## src/rtl/paddle_ai_driver.sv

```systemverilog
// rtl/paddle_ai_driver.sv - Pong computer opponent: rate-limited up/down pulses steering a paddle toward the ball.
// Optional return-to-centre behaviour while the ball moves away is enabled by defining PADDLE_AI_RECENTER_EN.
module paddle_ai_driver #(
  parameter int STEP_DIV    = 200000,
  parameter int REACT_DELAY = 4,
  parameter int DEAD_ZONE   = 2,
  parameter int PADDLE_H    = 80,
  parameter int Y_MIN       = 0,
  parameter int Y_MAX       = 400,
  parameter int CENTER_Y    = 200
) (
  input  logic       clk,
  input  logic       rst_n,
  input  logic       enable,
  input  logic [8:0] ballY,
  input  logic       ballToward,
  input  logic [8:0] paddleY,
  output logic       up,
  output logic       down,
  output logic       tracking
);

  localparam int CW = (STEP_DIV <= 2) ? 1 : $clog2(STEP_DIV);
  localparam int DW = (REACT_DELAY < 1) ? 1 : $clog2(REACT_DELAY + 1);
  localparam logic [CW-1:0] TICK_LAST   = CW'(STEP_DIV - 1);
  localparam logic [DW-1:0] DELAY_LOAD  = DW'(REACT_DELAY);
  localparam logic [9:0]    HALF_H      = 10'(PADDLE_H / 2);
  localparam logic [9:0]    DZ          = 10'(DEAD_ZONE);
  localparam logic [9:0]    LIM_LO      = 10'(Y_MIN);
  localparam logic [9:0]    LIM_HI      = 10'(Y_MAX);
  localparam logic [9:0]    REST_CENTRE = 10'(CENTER_Y + PADDLE_H / 2);

  typedef enum logic [1:0] {
    IDLE,
    REACT,
`ifdef PADDLE_AI_RECENTER_EN
    TRACK,
    RECENTER
`else
    TRACK
`endif
  } state_e;

  state_e          state_q, state_d, away_state, enter_state;
  logic [CW-1:0]   cnt_q, cnt_d;
  logic [DW-1:0]   dly_q, dly_d;
  logic            up_q, up_d, down_q, down_d, trk_q;
  logic            tick, recentering, steering;
  logic [9:0]      centre, aim;

  always_comb begin
    tick  = (cnt_q == TICK_LAST);
    cnt_d = tick ? '0 : cnt_q + 1'b1;
  end

  always_comb begin
`ifdef PADDLE_AI_RECENTER_EN
    away_state  = RECENTER;
    recentering = (state_q == RECENTER);
`else
    away_state  = IDLE;
    recentering = 1'b0;
`endif
    if (REACT_DELAY == 0) enter_state = TRACK;
    else                  enter_state = REACT;
  end

  always_comb begin
    state_d = state_q;
    dly_d   = dly_q;
    if (!enable) begin
      state_d = IDLE;
    end else begin
      case (state_q)
        IDLE: begin
          if (ballToward) begin
            state_d = enter_state;
            dly_d   = DELAY_LOAD;
          end else begin
            state_d = away_state;
          end
        end
        REACT: begin
          if (!ballToward) begin
            state_d = away_state;
          end else if (tick) begin
            dly_d = dly_q - 1'b1;
            if (dly_q == DW'(1)) state_d = TRACK;
          end
        end
        TRACK: begin
          if (!ballToward) state_d = away_state;
        end
`ifdef PADDLE_AI_RECENTER_EN
        RECENTER: begin
          if (ballToward) begin
            state_d = enter_state;
            dly_d   = DELAY_LOAD;
          end
        end
`endif
        default: state_d = IDLE;
      endcase
    end
  end

  // Steer only on a tick where the state holds; any transition that cycle suppresses the pulse.
  always_comb begin
    centre   = {1'b0, paddleY} + HALF_H;
    aim      = recentering ? REST_CENTRE : {1'b0, ballY};
    steering = tick && (state_d == state_q) && ((state_q == TRACK) || recentering);
    down_d   = steering && (aim > centre + DZ) && ({1'b0, paddleY} < LIM_HI);
    up_d     = steering && !down_d && (centre > aim + DZ) && ({1'b0, paddleY} > LIM_LO);
  end

  always_ff @(posedge clk or negedge rst_n) begin
    if (!rst_n) begin
      state_q <= IDLE;
      cnt_q   <= '0;
      dly_q   <= '0;
      up_q    <= 1'b0;
      down_q  <= 1'b0;
      trk_q   <= 1'b0;
    end else begin
      state_q <= state_d;
      cnt_q   <= cnt_d;
      dly_q   <= dly_d;
      up_q    <= up_d;
      down_q  <= down_d;
      trk_q   <= (state_d == TRACK);
    end
  end

  assign up       = up_q;
  assign down     = down_q;
  assign tracking = trk_q;

endmodule

```

## config.mk

```make
export PLATFORM = sky130hd
export DESIGN_NAME = paddle_ai_driver
export DESIGN_NICKNAME = d
export VERILOG_FILES = /design/src/rtl/paddle_ai_driver.sv
export SDC_FILE = /design/constraint.sdc
export NUM_CORES = 1
export LEC_CHECK = 0
export ABC_AREA = 1
export CORE_ASPECT_RATIO = 1.5
export CORE_UTILIZATION = 55
export DETAILED_ROUTE_END_ITERATION = 8
export HOLD_SLACK_MARGIN = 0.12
export PLACE_DENSITY_LB_ADDON = 0.3
export SLEW_MARGIN = 20
export SYNTH_ARGS = -nofsm -noshare
export SYNTH_HDL_FRONTEND = slang
export SYNTH_SLANG_ARGS = --single-unit
```

## constraint.sdc

```tcl
create_clock -name clk -period 1.82 [get_ports clk]
set_clock_uncertainty 0.1 [all_clocks]
set_input_delay 0.182 -clock clk [delete_from_list [all_inputs] [get_ports clk]]
set_output_delay 0.182 -clock clk [all_outputs]
set_load 0.05 [all_outputs]
```

Word level (Yosys, flattened, before mapping)
Cells that the tools add are included.
{"block": "totals", "regBits": 26, "inputBits": 22, "elab_cells": 47}
{"block": "op_classes", "n_addsub": 5, "order_cmp": 4, "eq_ne": 9, "n_mux": 12, "n_reduce_logical": 11}
{"operator": "$add A18 B1 Y18 const B", "n": 1}
{"operator": "$eq A18 B18 Y1 const B", "n": 1}
{"operator": "$mux W18", "n": 1}
{"operator": "$add A10 B2 Y10 const B", "n": 1}
{"operator": "$add A9 B2 Y10 const B", "n": 1}
{"operator": "$add A9 B6 Y10 const B", "n": 1}
{"operator": "$gt A10 B10 Y1", "n": 1}
{"operator": "$gt A9 B10 Y1", "n": 1}
{"operator": "$mux W2", "n": 5}
{"operator": "$gt A9 B1 Y1 const B", "n": 1}
{"operator": "$lt A9 B9 Y1 const B", "n": 1}
{"operator": "$mux W3", "n": 3}
{"operator": "$logic_and A1 B1 Y1", "n": 7}
{"operator": "$ne A2 B2 Y1 const B", "n": 3}
{"operator": "$pmux W2 S3", "n": 1}
{"operator": "$pmux W3 S2", "n": 1}
{"operator": "$reduce_and A5 Y1", "n": 1}
{"operator": "$eq A2 B2 Y1 const B", "n": 2}
{"operator": "$eq A3 B1 Y1 const B", "n": 1}
{"operator": "$sub A3 B1 Y3 const B", "n": 1}
{"operator": "$eq A2 B1 Y1 const B", "n": 1}
{"operator": "$eq A2 B2 Y1", "n": 1}
{"operator": "$logic_not A2 Y1", "n": 1}
{"operator": "$reduce_bool A2 Y1", "n": 1}
{"operator": "2 further kinds", "n": 2}

Depth between registers and ports, before layout
Gate-level depths: netlist (run 1).
{"block": "depth", "depth_word": 15, "depth_mapped": 19}

Least setup slack after synthesis (run 1)
No wires, ideal clock.
{"block": "synth_path", "path_kind": "input port to flip-flop", "startpoint": "in paddleY[3]", "endpoint": "reg up_q, in the netlist up", "arrival_ps": 1818, "t_required_ps": 1605, "slack_ps": -213, "path_stages": 17, "cell_sequence": "inv_1 -> ha_1 -> inv_1 -> nand3_1 -> nor2_1 -> nand2_1 -> xor2_1 -> ha_1 -> nand2_1 -> inv_1 -> nand4_1 -> nand2_1 -> inv_1 -> nand2_1 -> nand3_2 -> nor2_4 -> nor2_1"}
{"block": "synth_via", "elab_chain_len": 9}
{"item": "from (decl)", "line_no": "17", "source": "input logic [8:0] paddleY,"}
{"item": "$add A9 B6 Y10", "line_no": "109", "source": "centre = {1'b0, paddleY} + HALF_H;"}
{"item": "$add A10 B2 Y10", "line_no": "112", "source": "down_d = steering && (aim > centre + DZ) && ({1'b0, paddleY} < LIM_HI);"}
{"item": "$gt A9 B10 Y1", "line_no": "112"}
{"item": "$logic_and A1 B1 Y1", "line_no": "112"}
{"item": "$logic_and A1 B1 Y1 *", "line_no": "112"}
{"item": "named net down_d", "line_no": "47", "source": "logic up_q, up_d, down_q, down_d, trk_q;"}
{"item": "$logic_not A1 Y1 *", "line_no": "113", "source": "up_d = steering && !down_d && (centre > aim + DZ) && ({1'b0, paddleY} > LIM_LO);"}
{"item": "$logic_and A1 B1 Y1 * (3 in series)", "line_no": "113"}
{"item": "named net up_d", "line_no": "47"}
{"item": "to (signal assigned)", "line_no": "128", "source": "up_q <= up_d;"}
{"item": "to (decl)", "line_no": "47"}
The timed path passes the listed nets; every way through them passes the cells marked *.
A chain may end at the register's enable or synchronous reset.

Worst setup path after layout (run 1)
{"block": "layout_path", "startpoint": "in paddleY[4]", "endpoint": "reg up_q, in the netlist up"}
Same word-level chain as after synthesis.

==> results of run 1 <==
-- cells by family after synthesis --
| group | Yosys count |
|---|---|
| adders and majority gates | 25 |
| muxes | 1 |
| and+or+nand+nor | 154 |
| buffers and inverters | 59 |
| DFF | 26 |
| AOI/OAI and AO/OA | 24 |
| xor gates and xnor gates | 17 |
-- power groups by stage --
| stage | Clock [mW] | Combinational [mW] | Sequential [mW] |
|---|---|---|---|
| after floorplan | 0 | 0.178 | 0.598 |
| after global placement | 0 | 0.358 | 0.598 |
| after detailed placement | 0 | 0.373 | 0.599 |
| after CTS | 0.486 | 0.386 | 0.587 |
| after global routing | 0.502 | 0.459 | 0.588 |
| final | 0.479 | 0.410 | 0.588 |
-- repair_timing --
action / in CTS / in global routing
resized for setup: 58 / 16
pin swaps: 24 / 7
setup endpoints to repair: 2 / 2
setup buffers: 1 / 1
-- placed cells by master (no fill, tap or decap), drive strengths merged, types with 11 or more instances in the layout --
master / netlist / layout
xor2: 15 / 15
nand3: 23 / 23
nand4: 11 / 11
nor2: 32 / 32
o21ai: 11 / 11
ha: 25 / 25
nor3: 11 / 11
inv: 58 / 58
nand2: 68 / 68
dfrtp: 26 / 26
buf: 0 / 47
-- Yosys cell counts --
| cell | count | area share [%] |
|---|---|---|
| a21boi_1 | 1 | 0.33 |
| a21oi_1 | 7 | 1.6 |
| nor3_1 | 9 | 2.0 |
| nand3_4 | 1 | 0.78 |
| nor4_1 | 4 | 1.1 |
| nand2_2 | 5 | 1.4 |
| mux2i_1 | 1 | 0.45 |
| o21ai_0 | 6 | 1.3 |
| nand4_1 | 10 | 2.8 |
| inv_1 | 53 | 8.8 |
| nand3_2 | 2 | 0.89 |
| nand3_1 | 20 | 4.5 |
| o22ai_1 | 1 | 0.28 |
| o21ai_1 | 5 | 1.1 |
| nand3b_1 | 4 | 1.3 |
| a31oi_1 | 1 | 0.28 |
| nor2_1 | 24 | 4.0 |
| nor3_2 | 2 | 0.89 |
| nand2b_1 | 1 | 0.28 |
| ha_1 | 25 | 14 |
| xnor2_1 | 2 | 0.78 |
| inv_2 | 5 | 0.83 |
| clkinv_2 | 1 | 0.22 |
| nand2_1 | 63 | 11 |
| xor2_1 | 15 | 5.8 |
| nand4_2 | 1 | 0.56 |
| o21a_1 | 1 | 0.33 |
| nor2_2 | 5 | 1.4 |
| dfrtp_1 | 26 | 29 |
| a21o_1 | 1 | 0.33 |
| a21oi_4 | 1 | 0.72 |
| nor2_4 | 3 | 1.5 |
-- worst max-delay path by stage --
stage | cells after the start | to | start
floorplan | 18 | up$_DFF_PN0_ | paddleY[3]
detailed placement | 20 | up$_DFF_PN0_ | paddleY[4]
global placement | 18 | up$_DFF_PN0_ | paddleY[3]
finish | 20 | up$_DFF_PN0_ | paddleY[4]
CTS | 17 | up$_DFF_PN0_ | paddleY[1]
global route | 17 | up$_DFF_PN0_ | paddleY[5]
-- per-layer routing --
metal / wire (um) / vias to the layer above / part of all wire (%)
li1: - / 1117 / -
met1: 1964 / 1056 / 35
met2: 3301 / 74 / 58
met3: 196 / 16 / 3.5
met4: 217 / 0 / 3.8
met5: 0 / - / 0
-- sequential cells by signal, summed over array words and instances, names as in the netlist --
register and flops:
dly_q 3, tracking 1, cnt_q 18, up 1, down 1, state_q 2
-- worst max-delay path, delay by kind of cell --
family / cells / cell delay, ns
adder cells (fa/ha/maj): 2 / 0.45
buffers and inverters: 6 / 0.44
XOR/XNOR: 1 / 0.12
AND/OR/NAND/NOR: 11 / 0.75
-- cell type report --
class                   instances  area, sq um  share of cell area [%]
clock buffers                   3        41.29                   1.361
clock inverters                 1        30.03                  0.9901
inverters                      59        227.7                   7.508
multi-input cells             221         1506                   49.67
flip-flops and latches         26        650.6                   21.45
well taps                      45        56.30                   1.856
repair buffers                 64        520.5                   17.16
-- stage by stage --
stage | setup slack, ns | cells
finish | -0.03006 | 419
global placement | -0.8001 | 413
floorplan | -0.1105 | 306
detailed placement | -0.8589 | 413
global route | -0.1481 | 419
CTS | 0.0001741 | 418
==> metrics, run 1 <==
status=finished, violations left; failing checks=negative setup slack; Syn Area/Cell=7.348 sq um; number of clock sinks=26; met2 usage=54.39%; fmax=540.5 MHz; Synth Area in Simple Gates=33.89%; Routed Wire Length=5680 um; Die X=54.21 um; pin count of the biggest net entering global routing=27; Num CTS Buffers=3; port bufs=24; initial antenna violation count=0; CTS tree=done; HPWL Detailed=4398 um; final hold violations=0; row count=28; worst min-delay path category=input pin to async pin; Syn. warnings=0; Netlist cell types=32; met3 track demand over resource=1.515%; Clock Power Share=32.4%; fin crit share=101.7%; critical path peak fanout=4; internal power=1.075 mW; routed length per placed instance=13.56 um; synthesized area=0.002248 sq mm; largest family of logic cells by synthesized area=simple AND/OR/NAND/NOR gates; hold slack=0.1653 ns; measured slew at the worst slew-check pin=0.4859 ns; Pleak=1.609 nW; global-route wire length before repair=8666 um; DP Area=0.002873 sq mm; VDD IR-drop max=425.9 uV; TritonRoute pass-1 iters=5; R2R Setup Slk=0.13 ns; Routed Antenna Nets=0; PwrDens=487.1 mW/mm^2; Logic pwr share=27.8%; vias per cell=5.401; final max-slew violation count=0; RR Startpoint=cnt_q[1]$_DFF_PN0_; initial DRC count=44; total power=1.477 mW; # hold bufs at CTS=0; area grow syn2layout=34.89%; complex-gate fraction of the synthesized area=6.288%; Psw=402.6 uW; Initial Util=57.30%; sequential share of power=39.8%; antenna diode count=0; final setup TNS=-0.03006 ns; worst skew pair latency=0.27 ns; kind of critical path=input pin to register; Routability Congestion=0.8925; post-synthesis sequential area ratio=28.94%; DRC=0; setup ws final=-0.03006 ns; syn nets=353; Worst-path clk slew=0.09 ns; Final #Nets=422; Min Clock Period, post-route=1.850 ns; Synth Area in Adders=13.91%; Rel. slew slack=67.51%; FF-to-FF path depth=9; sw frac=27.26%; max-cap viol count=0; Required @ worst endpoint=1.89 ns; Top Usage Layer GRT=met2; global route overflow=0; RSZ-0062 raised after global routing=yes; critical path launch point type=input pin; crit-path cells=buf_8 -> ha_4 -> inv_2 -> nand2_4 -> nand2_2 -> inv_1 -> nand2_1 -> nand2_2 -> buf_6 -> xnor2_2 -> ha_1 -> nand2_2 -> inv_2 -> nand4_1 -> nand2_1 -> inv_1 -> nand2_1 -> nand3_2 -> nor2_4 -> nor2_1; design area=0.003033 sq mm; endpoints failing setup=1; deepest clock path buffer count=2; layout cells sized above 1=29.14%; vias in the first global route=2177; CORE AREA=0.003924 sq mm; Synth Instances=306; reg-to-reg endpoint=cnt_q[17]$_DFF_PN0_; DIE HEIGHT=80.31 um; synthesis-stage register bit count=26; area of the die=0.004353 sq mm; GRT Overall Usage=27.05%; Worst setup EP type=register; Final Util=77.30%; via count=2263; mux contribution to synthesized area=0.4452%; CP arrival=1.92 ns; I/O pin count=25; CP peak stage delay=0.29 ns; CP max-delay cell=ha_1; H-tree levels=1; Root Buffer=clkbuf_8; routing usage on met1=24.24%; XOR/XNOR Fraction of Synth Area=6.622%; Filler cells=290
Power figures use the tool's default switching activity.
==> run 2, diff against run 1 <==
CORE_UTILIZATION = 35   (was 55)
PLACE_DENSITY_LB_ADDON = 0.25   (was 0.3)
==> run 2 against run 1 <==
Net effect:
- the flow still finishes with violations (negative setup slack)
- largest power group unchanged
- maximum frequency shrank 2.1%
- cell area grew 1.8%
- register-to-register slack gained 0.02 ns
- highest routed layer unchanged
==> metrics, run 2 (synthesis results as in run 1) <==
Critical path destination=up$_DFF_PN0_; routed length per placed instance=12.10 um; worst skew pair latency=0.28 ns; area grow syn2layout=37.34%; fin crit share=103.8%; Routability Congestion=0.8674; reg-to-reg endpoint=up$_DFF_PN0_; critical path launch point type=input pin; area of the die=0.006755 sq mm; initial antenna violation count=0; endpoints failing setup=1; layout cells sized above 1=30.32%; Met2 Wirelength=3035 um; # hold bufs at CTS=0; TritonRoute pass-1 iters=4; Reg with most FFs=cnt_q; RR Startpoint=cnt_q[1]$_DFF_PN0_; max-cap viol count=0; CTS tree=done; Worst-path clk slew=0.09 ns; final hold violations=0; Final Util=50.01%; DIE HEIGHT=100.2 um; GRT Overall Usage=17.17%; I/O pin count=25; port bufs=24; Die X=67.44 um; commonest non-fill, non-tap cell in the layout=nand2_1; global-route wire length before repair=8714 um; RSZ-0062 raised after global routing=yes; VDD IR-drop max=260.2 uV; PwrDens=477.5 mW/mm^2; M1 wire length=1979 um; Rel. slew slack=66.03%; met3 WL post-DR=137 um; Initial Util=36.41%; R2R Setup Slk=0.15 ns; measured slew at the worst slew-check pin=0.5079 ns; H-tree levels=1; vias in the first global route=2168; Routed Antenna Nets=0; Setup crit start=paddleY[3]; placed cells=440; FF-to-FF path depth=10; Min Clock Period, post-route=1.890 ns; worst min-delay path category=input pin to async pin; kind of critical path=input pin to register; global route overflow=0; status=finished, violations left; most frequent cells in the layout=nand2_1, inv_1, buf_4; row count=35; top layer in use=met4; initial DRC count=98; setup ws final=-0.06953 ns; hold slack=0.1540 ns; pin count of the biggest net entering global routing=27; Root Buffer=clkbuf_8; fmax=529.2 MHz; DRC=0; Pleak=1.617 nW; HPWL Detailed=4472 um; final max-slew violation count=0; pre-CTS worst setup slack=-0.9150 ns; vias per cell=4.849; deepest clock path buffer count=2; final setup TNS=-0.06953 ns; design area=0.003088 sq mm; Num CTS Buffers=3; top flop regs=cnt_q x18, dly_q x3, state_q x2; Largest register FFs=18; Routed Wire Length=5447 um; critical path peak fanout=4; CP arrival=1.97 ns; failing checks=negative setup slack; Non-Filler Instances=450; DP Area=0.002894 sq mm; Required @ worst endpoint=1.90 ns; via count=2182; antenna diode count=0; Final #Nets=424; total power=1.474 mW; number of clock sinks=26; CORE AREA=0.006175 sq mm; Worst setup EP type=register
run 2: cell types whose count changed in the layout (fill, tap and decap cells not counted), sizes merged:
cell	previous run	this run
clkdlybuf4s15	1	0
clkdlybuf4s50	10	9
buf	47	50
dlygate4sd2	5	6
run 2: timing repair:
item,4_1_cts,5_1_grt
setup endpoints to repair,2,3
resized for setup,61,19
pin swaps,19,10
setup buffers,4,2
run 2: metal layers:
metal / vias up / global-route usage [%]
li1: 1119 / -
met1: 989 / 15.53
met2: 52 / 34.08
met3: 22 / 0.9091
met4: 0 / 11.78
met5: - / 0
run 2: critical path, stage by stage:
cell and delay (ns):
buf_8 0.11, ha_4 0.16, inv_4 0.05, nand2_4 0.06, nand2_4 0.09, nand3_4 0.08
nor2_4 0.12, nand2_2 0.06, xor2_1 0.14, ha_1 0.30, nand2_1 0.06, inv_2 0.06
nand4_1 0.07, nand2_1 0.07, inv_1 0.03, nand2_1 0.06, nand3_2 0.08, nor2_4 0.12
nor2_2 0.04
run 2: cell type report:
cell class                      instances  area, sq um
Timing Repair Buffer                   66        529.3
Multi-Input combinational cell        221         1519
Clock buffer                            3        41.29
Inverter                               59        225.2
Clock inverter                          1        30.03
Fill cell                             618         3087
Tap cell                               74        92.59
Sequential cell                        26        650.6
run 2: how the worst min path moves through the flow:
| stage | to |
|---|---|
| after CTS | cnt_q[7]$_DFF_PN0_ |
| after global routing | cnt_q[2]$_DFF_PN0_ |
| after detailed placement | dly_q[2]$_DFFE_PN0P_ |
| after floorplan | cnt_q[0]$_DFF_PN0_ |
| after global placement | dly_q[2]$_DFFE_PN0P_ |
| final | cnt_q[2]$_DFF_PN0_ |
run 2: power by group:
part,internal (mW),switching (mW)
clock,0.295,0.195
combinational,0.193,0.204
sequential,0.583,0.00466
==> run 3, diff against run 2 <==
CTS_CLUSTER_SIZE = 24   (was default)
MAX_ROUTING_LAYER = met4   (was default)
==> run 3 against run 2 <==
Net effect:
- the run still ends with negative setup slack left
- sequential cell count unchanged
- cell area about the same
- first-iteration DRC count down 18%
- die area unchanged
- critical path depth unchanged
- non-clock buffer count increased by 3
- utilization hardly changed
==> metrics, run 3 (synthesis results as in run 1) <==
Filler cells=623; vias per cell=4.905; Routed Wire Length=5391 um; Critical path destination=up$_DFF_PN0_; HPWL Detailed=4519 um; final max-slew violation count=0; max-cap viol count=0; GRT Overall Usage=18.16%; reg-to-reg endpoint=cnt_q[8]$_DFF_PN0_; PwrDens=475.8 mW/mm^2; worst min-delay path category=input pin to async pin; final setup TNS=-0.01700 ns; initial antenna violation count=0; RR Startpoint=cnt_q[1]$_DFF_PN0_; measured slew at the worst slew-check pin=0.5045 ns; fin crit share=100.9%; Routability Congestion=0.8704; fmax=544.4 MHz; H-tree levels=1; R2R Setup Slk=0.18 ns; failing checks=negative setup slack; commonest non-fill, non-tap cell in the layout=nand2_1; placed cells=442; I/O pin count=25; crit-path cells=buf_6 -> ha_4 -> nand2_1 -> nand2_4 -> buf_4 -> nand2_1 -> nand2_1 -> ha_1 -> nand2_1 -> inv_1 -> nand2_1 -> nand2_1 -> nand2_1 -> nand2_1 -> nand2_1 -> nand2_1 -> nand3_2 -> nor2_4 -> nor2_1; worst skew pair latency=0.28 ns; final hold violations=0; global route overflow=0; global-route wire length before repair=9011 um; area grow syn2layout=37.40%; RSZ-0062 raised after global routing=yes; CP max-delay cell=ha_1; CORE AREA=0.006175 sq mm; most frequent cells in the layout=nand2_1, inv_1, buf_4; port bufs=24; pre-CTS worst setup slack=-0.9011 ns; Setup crit start=paddleY[3]; Pleak=1.627 nW; DRC=0; Crit path top cell by count=nand2_1; Worst setup EP type=register; Required @ worst endpoint=1.90 ns; Reg with most FFs=cnt_q; Non-Filler Instances=453; CTS tree=done; VDD IR-drop max=235.0 uV; pin count of the biggest net entering global routing=27; critical path launch point type=input pin; antenna diode count=0; Routed Antenna Nets=0; area of the die=0.006755 sq mm; routed length per placed instance=11.90 um; Die X=67.44 um; status=finished, violations left; Min Clock Period, post-route=1.837 ns; top flop regs=cnt_q x18, dly_q x3, state_q x2; setup ws final=-0.01700 ns; number of clock sinks=26; DIE HEIGHT=100.2 um; CP peak stage delay=0.30 ns; # hold bufs at CTS=0; deepest clock path buffer count=2; initial DRC count=80; kind of critical path=input pin to register; Worst-path clk slew=0.09 ns; Rel. slew slack=66.26%; Num CTS Buffers=3; TritonRoute pass-1 iters=4; vias in the first global route=2231; Root Buffer=clkbuf_8; row count=35; Largest register FFs=18; Initial Util=36.41%; FF-to-FF path depth=9; endpoints failing setup=1; critical path peak fanout=4; CP arrival=1.92 ns; via count=2222; layout cells sized above 1=29.82%; hold slack=0.1665 ns; Final #Nets=427
[run 3: changes by cell type in the layout (fill, tap and decap cells not counted), sizes merged]
| cell | change |
|---|---|
| dlygate4sd2 | -1 |
| clkdlybuf4s15 | +1 |
| clkbuf | +2 |
| buf | +1 |
[run 3: power breakdown]
group / switching, mW / leakage, nW / internal, mW
Combinational: 0.198 / 1.25 / 0.195
Sequential: 0.00479 / 0.345 / 0.583
Clock: 0.194 / 0.0357 / 0.295
[run 3: layer usage]
layer	vias to the layer above	part of all wire [%]	global-route usage [%]
li1	1132	-	-
met4	0	5.7	12.60
met5	-	0	-
met3	26	1.9	1.023
met1	1005	37	16.37
met2	59	56	34.31
[run 3: worst min-delay path by stage]
stage                               from                   end  slack, ns  depth (start not counted)
floorplan                          rst_n    cnt_q[0]$_DFF_PN0_      -0.21                          0
global route                       rst_n    tracking$_DFF_PN0_       0.20                          2
detailed placement  dly_q[2]$_DFFE_PN0P_  dly_q[2]$_DFFE_PN0P_       0.38                          2
finish                             rst_n    tracking$_DFF_PN0_       0.17                          2
global placement    dly_q[2]$_DFFE_PN0P_  dly_q[2]$_DFFE_PN0P_       0.37                          2
CTS                                rst_n    tracking$_DFF_PN0_       0.18                          2
[run 3: layout make-up]
cell class | instances | area (sq um) | area share, %
Multi-Input combinational cell | 221 | 1495 | 48.40
Sequential cell | 26 | 650.6 | 21.06
Tap cell | 74 | 92.59 | 2.997
Clock buffer | 3 | 41.29 | 1.337
Timing Repair Buffer | 69 | 556.8 | 18.02
Clock inverter | 1 | 30.03 | 0.9721
Inverter | 59 | 222.7 | 7.209
[run 3: what timing repair did]
action | 4_1_cts | 5_1_grt
gates resized for setup | 65 | 7
setup buffers | 6 | 1
pin swaps | 23 | 4
endpoints found under the setup margin | 2 | 3
[run 3: stage by stage]
step	utilization [%]	area, sq um	power [mW]
after detailed placement	47.11	2909	0.9663
after floorplan	-	2291	0.7756
final	50.03	3089	1.470
after CTS	49.91	3082	1.483
after global placement	47.11	2909	0.9590
after global routing	50.03	3089	1.557
[run 3: critical path: cells and delay by family]
family        cells  cell delay [ns]
buf+inv           3             0.33
fa+ha+maj         2             0.45
simple gates     14             0.98
